[config.mk]
export PLATFORM = sky130hd
export DESIGN_NAME = mul_seq_ctrl
export DESIGN_NICKNAME = d
export VERILOG_FILES = /design/src/rtl/mul_seq_ctrl.sv
export SDC_FILE = /design/constraint.sdc
export NUM_CORES = 1
export LEC_CHECK = 0
export CAP_MARGIN = 10
export CORE_ASPECT_RATIO = 1.2
export CORE_MARGIN = 1
export CORE_UTILIZATION = 37
export DETAILED_ROUTE_END_ITERATION = 16
export HOLD_SLACK_MARGIN = 0.06
export PLACE_DENSITY_LB_ADDON = 0.25
export SLEW_MARGIN = 30
export SYNTH_ARGS = -nofsm -noshare
export SYNTH_HDL_FRONTEND = slang
export SYNTH_SLANG_ARGS = --single-unit
[constraint.sdc]
create_clock -name I_CLK -period 15.8 [get_ports I_CLK]
set_clock_uncertainty 0.15 [all_clocks]
set_input_delay 3.16 -clock I_CLK [delete_from_list [all_inputs] [get_ports I_CLK]]
set_output_delay 3.16 -clock I_CLK [all_outputs]
set_load 0.05 [all_outputs]
[src/rtl/mul_seq_ctrl.sv]
// Sequential 32-bit multiplier controller. The multiplier operand is consumed one
// 5-bit digit per cycle, through a single 32x5 shift-add multiplier.

module mul_shift5 (
  input  logic [31:0] a,
  input  logic [4:0]  b,
  output logic [31:0] p
);

  always_comb begin
    p = '0;
    for (int i = 0; i < 5; i++) begin
      if (b[i]) begin
        p = p + (a << i);
      end
    end
  end

endmodule

module mul_seq_ctrl #(
  parameter int NUM_DIGITS = 4
) (
  input  logic                    I_CLK,
  input  logic                    I_RST,
  input  logic                    I_VALID,
  output logic                    O_READY,
  input  logic [31:0]             I_A,
  input  logic [5*NUM_DIGITS-1:0] I_B,
  output logic                    O_VALID,
  input  logic                    I_READY,
  output logic [31:0]             O_PROD,
  output logic                    O_BUSY
);

  localparam int BW = 5 * NUM_DIGITS;

  typedef enum logic [1:0] {
    IDLE,
    RUN,
    DONE
  } state_t;

  state_t          state;
  state_t          state_next;
  logic [31:0]     a_reg;
  logic [BW-1:0]   b_reg;
  logic [BW-1:0]   b_shifted;
  logic [31:0]     acc;
  logic [31:0]     acc_next;
  logic [31:0]     mul_out;
  logic [2:0]      k;
  logic [4:0]      shamt;
  logic            last_digit;

  mul_shift5 u_mul (
    .a (a_reg),
    .b (b_reg[4:0]),
    .p (mul_out)
  );

  // Digit weight 5*k is built from shifts and an add so no second multiplier appears.
  assign shamt      = {k, 2'b00} + {2'b00, k};
  assign acc_next   = acc + (mul_out << shamt);
  assign b_shifted  = b_reg >> 5;
  assign last_digit = (k == 3'(NUM_DIGITS - 1)) || (b_shifted == '0);

  always_ff @(posedge I_CLK) begin
    if (I_RST) begin
      state <= IDLE;
    end else begin
      state <= state_next;
    end
  end

  always_comb begin
    state_next = state;
    O_READY    = 1'b0;
    O_BUSY     = 1'b0;
    O_VALID    = 1'b0;
    case (state)
      IDLE: begin
        O_READY = 1'b1;
        if (I_VALID) begin
          state_next = RUN;
        end
      end
      RUN: begin
        O_BUSY = 1'b1;
        if (last_digit) begin
          state_next = DONE;
        end
      end
      DONE: begin
        O_VALID = 1'b1;
        if (I_READY) begin
          state_next = IDLE;
        end
      end
      default: begin
        state_next = IDLE;
      end
    endcase
  end

  // O_PROD is loaded only when a result completes, so it holds through IDLE and
  // does not follow the accumulator being cleared by the next request.
  always_ff @(posedge I_CLK) begin
    if (I_RST) begin
      a_reg  <= '0;
      b_reg  <= '0;
      acc    <= '0;
      k      <= '0;
      O_PROD <= '0;
    end else begin
      case (state)
        IDLE: begin
          if (I_VALID) begin
            a_reg <= I_A;
            b_reg <= I_B;
            acc   <= '0;
            k     <= '0;
          end
        end
        RUN: begin
          acc   <= acc_next;
          b_reg <= b_shifted;
          k     <= k + 3'd1;
          if (last_digit) begin
            O_PROD <= acc_next;
          end
        end
        default: begin
        end
      endcase
    end
  end

endmodule

## Word-level counts from Yosys, hierarchy flattened

Cells that the tools add are included.

- Output and inout bits: 35
- Logic and storage cells: 46
- Flip-flop bits (word level): 121
- Input bits: 56

- Shifts and indexed selects: 1
- Mux-type cells: 18
- Reduce and logical (&&, ||, !) cells: 8
- Equal/unequal tests: 6
- $add $sub $neg: 7

Operators by type and width:

| operator | number |
|---|---|
| 32-bit two-way mux | 6 |
| 32-bit adder | 5 |
| 32-bit case mux with 2 select lines | 1 |
| 20-bit case mux with 2 select lines | 1 |
| 32-bit by 5-bit << shifter with 32-bit output | 1 |
| 20-bit logical NOT | 1 |
| 20-bit two-way mux | 1 |
| 2-bit two-way mux | 3 |
| 2-bit inequality test, second input constant | 3 |
| 2-bit case mux with 3 select lines | 1 |
| 3-bit case mux with 2 select lines | 1 |
| 2-bit AND reduction | 3 |
| 5-bit by 3-bit adder with 5-bit output | 1 |
| 3-bit by 1-bit adder with 3-bit output, second input constant | 1 |
| 3-bit by 2-bit equality test with 1-bit output, second input constant | 1 |
| 1-bit two-way mux | 3 |
| 3-bit two-way mux | 1 |
| 3-bit AND reduction | 1 |
| 2-bit by 1-bit equality test with 1-bit output, second input constant | 1 |
| 2-bit equality test, second input constant | 1 |
| 2-bit logical NOT | 1 |
| 2-bit nonzero test | 1 |
| 1-bit logical OR | 1 |

## Logic depth before layout (Yosys ltp)

Gate-level depths: netlist (run 1).

- Word-level depth: 12
- Mapped depth: 58

## Hierarchy

Synthesis (run 1) repeated with hierarchy kept, for this count alone.

- Cell total of the unflattened synthesis: 2072
- Area, all modules: 15247.1 um2

By module, submodules not included:

| module | times used | sequential area each (um2) | area each (um2) | cells each |
|---|---|---|---|---|
| mul_seq_ctrl | 1 | 2422.3 | 7803.7 | 1006 |
| mul_shift5 | 1 | 0.0 | 7443.4 | 1066 |

## Worst setup path before layout (run 1)

No wires, ideal clock.

- Path type: reg2reg
- Start point: register b_reg[0]
- End point: register acc[31]
- Path buffers: 7
- Cell stages (with the launch flop): 55
- Arrival: 11.080 ns
- Path slack: 4.491 ns
- Path through: dfxtp_1 -> buf_6 -> buf_4 -> buf_2 -> clkbuf_1 -> clkbuf_1 -> and2_1 -> ha_1 -> fa_1 -> clkbuf_2 -> a21oi_1 -> o211a_2 -> a221oi_2 -> a21o_1 -> a21oi_2 -> xnor2_1 -> nand2_1 -> o21ai_0 -> [... 19 more ...] -> a211o_1 -> a31oi_1 -> xnor2_1 -> mux2_2 -> mux4_2 -> mux4_2 -> nor2_1 -> a21oi_1 -> ha_1 -> nand2_1 -> nor3_1 -> o21a_1 -> nor2_1 -> o31ai_1 -> a21o_1 -> o22ai_1 -> or4_1 -> o211ai_1

- Longest elaborated chain between the ends: 12

RTL lines:

| what | RTL line | RTL |
|---|---|---|
| start, declared | 47 | `logic [BW-1:0] b_reg;` |
| start signal, assigned | 127 | `b_reg <= b_shifted;` |
| 32-bit two-way mux * | 13 | `if (b[i]) begin` |
| 32-bit adder | 14 | `p = p + (a << i);` |
| 32-bit two-way mux * | 13 |  |
| 32-bit adder | 14 |  |
| 32-bit two-way mux * | 13 |  |
| 32-bit adder | 14 |  |
| 32-bit two-way mux * | 13 |  |
| 32-bit adder | 14 |  |
| 32-bit two-way mux * | 13 |  |
| 32-bit by 5-bit << shifter with 32-bit output * | 64 | `assign acc_next = acc + (mul_out << shamt);` |
| 32-bit adder * | 64 |  |
| 32-bit case mux with 2 select lines * | 116 | `case (state)` |
| end signal, assigned | 126 | `acc <= acc_next;` |
| end, declared | 49 | `logic [31:0] acc;` |

Mark *: on every way between the ends. The rest lies on a longest branch, timed or not.
A chain may end at the register's enable or synchronous reset.

## Worst setup path after layout (run 1)

Ends and elaborated chain as after synthesis.

==> results.sh, run 1 <==
export IMPL_cts_buffers_inserted=17
export IMPL_synth_nets=2698
export IMPL_ir_drop_uv=81.8
export IMPL_p_leak_nw=8.03
export IMPL_wl_met1_um=28100
export IMPL_path_class="flop to flop"
export IMPL_cpLargestDelayFamily="compound AO/OA/AOI/OAI gates"
export IMPL_crit_buf_inv=1
export IMPL_synthArstFlopShare_pct=0
export IMPL_met3_length_um=2390
export IMPL_setup_viol=0
export IMPL_grt_pass1_vias=17700
export IMPL_route_met2_wl_um=31200
export IMPL_post_route_period_util_pct=84.0
export IMPL_ys_flop_type="dfxtp_1"
export IMPL_antenna_cells=0
export IMPL_antenna_found_initial=0
export IMPL_dieArea_sq_um=47900
export IMPL_place_ws_ns=2.82
export IMPL_clockRootBuffer="clkbuf_16"
export IMPL_chipHeight_um=239
export IMPL_crit_path_max_fanout=60
export IMPL_slew_headroom_pct=32.3
export IMPL_postPlaceCellArea_sq_um=18600
export IMPL_stdcell_count=3094
export IMPL_nets=2676
export IMPL_gp_congestion=0.947
export IMPL_cts_path_max_buffers=2
export IMPL_regArea_sq_um=2430
export IMPL_cts_sinks=121
export IMPL_cp_end_kind="flop"
export IMPL_dr_max_layer_used="met4"
export IMPL_max_stage_delay_ns=0.85
export IMPL_num_vias=18900
export IMPL_max_freq_mhz=75.3
export IMPL_ys_warnings_count=0
export IMPL_worst_slew_pin_slew_ns=1.01
export IMPL_dpl_cell_count=3062
export IMPL_synth_common_cells="nand2_1 (347), a21oi_1 (250), nor2_1 (228)"
export IMPL_rsz0062_at_grt="no"
export IMPL_arrival_ns=13.50
export IMPL_clk_latency_ns=0.47
export IMPL_yosys_area_top_type="dfxtp_1"
export IMPL_synth_area_top_cells="dfxtp_1 (14%), ha_1 (11%), nand2_1 (7.5%)"
export IMPL_cts_tree="yes"
export IMPL_multi_input_area_sq_um=14100
export IMPL_avgSynthCellArea_sq_um=6.99
export IMPL_slowest_stage="a2111oi_0"
export IMPL_vias_per_cell=6.11
export IMPL_synth_seq_area_share_pct=13.9
export IMPL_grt_overflow_total=0
export IMPL_crit_required_ns=16.03
export IMPL_io_buffer_count=90
export IMPL_total_power_mw=1.65
export IMPL_drive_gt1_share_pct=5.89
export IMPL_fin_tns_setup_ns=0
export IMPL_grt_usage_pct=26.9
export IMPL_synth_distinct_cells=103
export IMPL_grt_first_pass_wirelength_um=100000
export IMPL_powerDensity_nw_per_um2=85.6
export IMPL_syn_area_sq_um=17400
export IMPL_status="complete, no violations"
export IMPL_ys_ff_latch=121
export IMPL_routed_wl_um=64400
export IMPL_slew_violations=0
export IMPL_drt_iter0_markers=1460
export IMPL_path_clk_slew_ns=0.06
export IMPL_coreArea_sq_um=46200
export IMPL_grt_max_degree=83
export IMPL_initial_utilization_pct=37.7
export IMPL_die_x_um=200
export IMPL_fin_ws_ns=2.53
export IMPL_hpwl_um=49700
export IMPL_design_area_sq_um=19200
export IMPL_worstHoldPathType="flop to flop"
export IMPL_yosysTopAreaCellShare_pct=13.9
export IMPL_startpoint_type="flop"
export IMPL_cts_resized=0
export IMPL_cp_common_cell="ha_1"
export IMPL_post_cts_setup_buffer_count=0
export IMPL_hold_viol=0
export IMPL_fillers=4786
export IMPL_synth_most_common_cell="nand2_1"
export IMPL_post_drt_wl_per_cell_um=20.8
export IMPL_area_delta_synth_final_pct=10.5
export IMPL_ios=91
export IMPL_cap_violations=0
export IMPL_min_period_ns=13.27
export IMPL_drtPass1Iterations=6
export IMPL_syn_inst=2487
export IMPL_rows=86
export IMPL_ant_nets=0
export IMPL_cts_hold_buf=0
export IMPL_holdWs_ns=0.304
export IMPL_synth_edf_count=0
export IMPL_ctsHtreeMaxLevel=4
export IMPL_post_route_util_pct=41.6
export IMPL_drc_errors=0
==> layout make-up <==
type | count | area share (%)
inverter | 74 | 1.45
tap | 616 | 4.01
clock inverter | 14 | 0.736
clock buffer | 18 | 2.23
sequential | 121 | 12.6
timing repair buffer | 116 | 5.69
multi-input combinational | 2135 | 73.3
==> worst paths after layout <==
check	start	endpoint	slack, ns	cells past startpoint
worst min-delay path	O_PROD[9]	O_PROD[9]	0.30	2
worst max register to register	b_reg[0]	acc[31]	2.53	48
worst min register to register	O_PROD[9]	O_PROD[9]	0.30	2
worst max-delay path	b_reg[0]	acc[31]	2.53	48
==> kinds of logic after synthesis <==
| family | count (synthesis) | share of synthesized area [%] |
|---|---|---|
| muxes | 67 | 4.74 |
| and+or+nand+nor | 951 | 25.7 |
| adders and majority gates | 158 | 11.6 |
| DFF | 121 | 13.9 |
| xor gates and xnor gates | 101 | 5.25 |
| buffers and inverters | 231 | 5.19 |
| AOI/OAI and AO/OA | 858 | 33.7 |
==> layout by cell type (no fill, tap or decap), drive strengths merged, types with 74 or more instances in the layout <==
cell type        n
a21o            74
a21oi          251
clkdlybuf4s50   89
dfxtp          121
ha             150
inv             75
nand2          348
nand3           75
nor2           228
o21ai          128
==> layer usage <==
metal | vias to the layer above | GRT usage, %
met5 | - | 0
met4 | 0 | 12.4
met3 | 116 | 2.13
met2 | 513 | 46.9
met1 | 9064 | 33.3
li1 | 9216 | -
==> worst register-to-register path: cells and delay by family (launching register included) <==
family | cells | cell delay, ns
AND/OR/NAND/NOR | 13 | 2.52
adder cells (fa/ha/maj) | 6 | 2.00
XOR/XNOR | 3 | 0.55
flip-flops | 1 | 0.31
buffers and inverters | 1 | 0.49
AO/OA/AOI/OAI | 22 | 5.89
multiplexers | 3 | 1.28
==> where the power goes <==
| part | switching, mW | internal (mW) | leakage, nW |
|---|---|---|---|
| clock network | 0.178 | 0.220 | 0.271 |
| registers | 0.0359 | 0.333 | 0.988 |
| logic | 0.555 | 0.324 | 6.77 |
Power figures use the tool's default switching activity.
==> inputs of run 2 (changes only) <==
==> constraint.sdc (replaced) <==
create_clock -name I_CLK -period 11.7 [get_ports I_CLK]
set_clock_uncertainty 0.15 [all_clocks]
set_input_delay 2.34 -clock I_CLK [delete_from_list [all_inputs] [get_ports I_CLK]]
set_output_delay 2.34 -clock I_CLK [all_outputs]
set_load 0.05 [all_outputs]
==> results.sh, run 2 (synthesized netlist as in run 1, its figures left out) <==
export IMPL_antenna_cells=0
export IMPL_ctsHtreeMaxLevel=4
export IMPL_arrival_ns=11.47
export IMPL_coreArea_sq_um=46200
export IMPL_cap_violations=0
export IMPL_total_power_mw=2.32
export IMPL_nets=2761
export IMPL_min_period_ns=11.28
export IMPL_ir_drop_uv=145
export IMPL_clk_latency_ns=0.50
export IMPL_max_freq_mhz=88.7
export IMPL_crit_required_ns=11.89
export IMPL_crit_path_max_fanout=29
export IMPL_drtPass1Iterations=7
export IMPL_post_route_period_util_pct=96.4
export IMPL_chipHeight_um=239
export IMPL_grt_first_pass_wirelength_um=102000
export IMPL_post_drt_wl_per_cell_um=20.8
export IMPL_fin_tns_setup_ns=0
export IMPL_ant_nets=0
export IMPL_route_met2_wl_um=32200
export IMPL_cp_end_kind="flop"
export IMPL_powerDensity_nw_per_um2=115
export IMPL_status="complete, no violations"
export IMPL_worst_slew_pin_slew_ns=0.972
export IMPL_slowest_stage="mux4_2"
export IMPL_grt_max_degree=89
export IMPL_final_cell_mix="nand2_1 (345), a21oi_1 (239), nor2_1 (227), ha_1 (138), o21ai_0 (118)"
export IMPL_cts_path_max_buffers=2
export IMPL_grt_overflow_total=0
export IMPL_gp_congestion=1.00
export IMPL_cp_common_cell="buf_4"
export IMPL_die_x_um=200
export IMPL_postPlaceCellArea_sq_um=19200
export IMPL_stdcell_count=3179
export IMPL_num_vias=19400
export IMPL_cts_buffers_inserted=17
export IMPL_initial_utilization_pct=37.7
export IMPL_p_leak_nw=8.51
export IMPL_area_delta_synth_final_pct=16.0
export IMPL_routed_wl_um=66300
export IMPL_design_area_sq_um=20200
export IMPL_ios=91
export IMPL_drc_errors=0
export IMPL_dpl_cell_count=3138
export IMPL_path_class="flop to flop"
export IMPL_wl_met1_um=28200
export IMPL_io_buffer_count=90
export IMPL_hpwl_um=50600
export IMPL_startpoint_type="flop"
export IMPL_holdWs_ns=0.305
export IMPL_met3_length_um=2990
export IMPL_hold_path_cell_count=2
export IMPL_slew_headroom_pct=33.5
export IMPL_dr_max_layer_used="met4"
export IMPL_cts_sinks=121
export IMPL_dieArea_sq_um=47900
export IMPL_vias_per_cell=6.10
export IMPL_setup_viol=0
export IMPL_path_clk_slew_ns=0.07
export IMPL_rows=86
export IMPL_max_stage_delay_ns=0.53
export IMPL_clockRootBuffer="clkbuf_16"
export IMPL_slew_violations=0
export IMPL_drive_gt1_share_pct=10.8
export IMPL_worstHoldPathType="flop to flop"
export IMPL_hold_viol=0
export IMPL_antenna_found_initial=0
export IMPL_r2r_cells=48
export IMPL_cts_hold_buf=0
export IMPL_final_common_cell="nand2_1"
export IMPL_grt_pass1_vias=18100
export IMPL_drt_iter0_markers=1603
export IMPL_grt_usage_pct=27.6
export IMPL_cts_tree="yes"
run 2: final timing paths:
kind         slack (ns)         end        from
min reg2reg        0.31  O_PROD[14]  O_PROD[14]
max                0.42  O_PROD[30]    b_reg[0]
min                0.31  O_PROD[14]  O_PROD[14]
max reg2reg        0.42  O_PROD[30]    b_reg[0]
run 2: critical path, delay by kind of cell, from the launching register on:
kind	cells	cell delay, ns
flip-flops	1	0.42
adder cells (fa/ha/maj)	5	1.72
multiplexers	3	1.39
AND/OR/NAND/NOR	13	2.65
buffers and inverters	6	0.91
XOR/XNOR	1	0.14
AO/OA/AOI/OAI	20	3.74
run 2: per-layer routing:
layer,vias to the layer above,GRT usage [%]
met5,-,0
met4,0,12.4
met3,136,3.18
met2,606,48.1
met1,9257,33.5
li1,9380,-
run 2: timing repair:
item                                    4_1_cts  5_1_grt
pin swaps                                     0       14
buffers inserted                              0        7
resized for setup                             3       62
endpoints found under the setup margin        4       20
gates cloned                                  0        1
run 2: cell type report:
type                            count  area, sq um
Clock buffer                       17          425
Clock inverter                     15          178
Fill cell                        4787        26000
Inverter                           74          278
Multi-Input combinational cell   2135        14300
Sequential cell                   121         2430
Tap cell                          616          771
Timing Repair Buffer              201         1770
run 2: report_power, final:
group / total, mW / switching (mW) / internal (mW)
Sequential: 0.489 / 0.0395 / 0.449
Combinational: 1.26 / 0.778 / 0.487
Clock: 0.572 / 0.250 / 0.321
run 2: through the flow:
stage | worst slack (ns) | utilization [%]
2_1_floorplan | 0.391 | -
3_3_place_gp | -0.191 | 41.6
3_5_place_dp | -0.251 | 41.6
4_1_cts | 0.0165 | 43.0
5_1_grt | -0.0578 | 43.7
6_report | 0.421 | 43.7
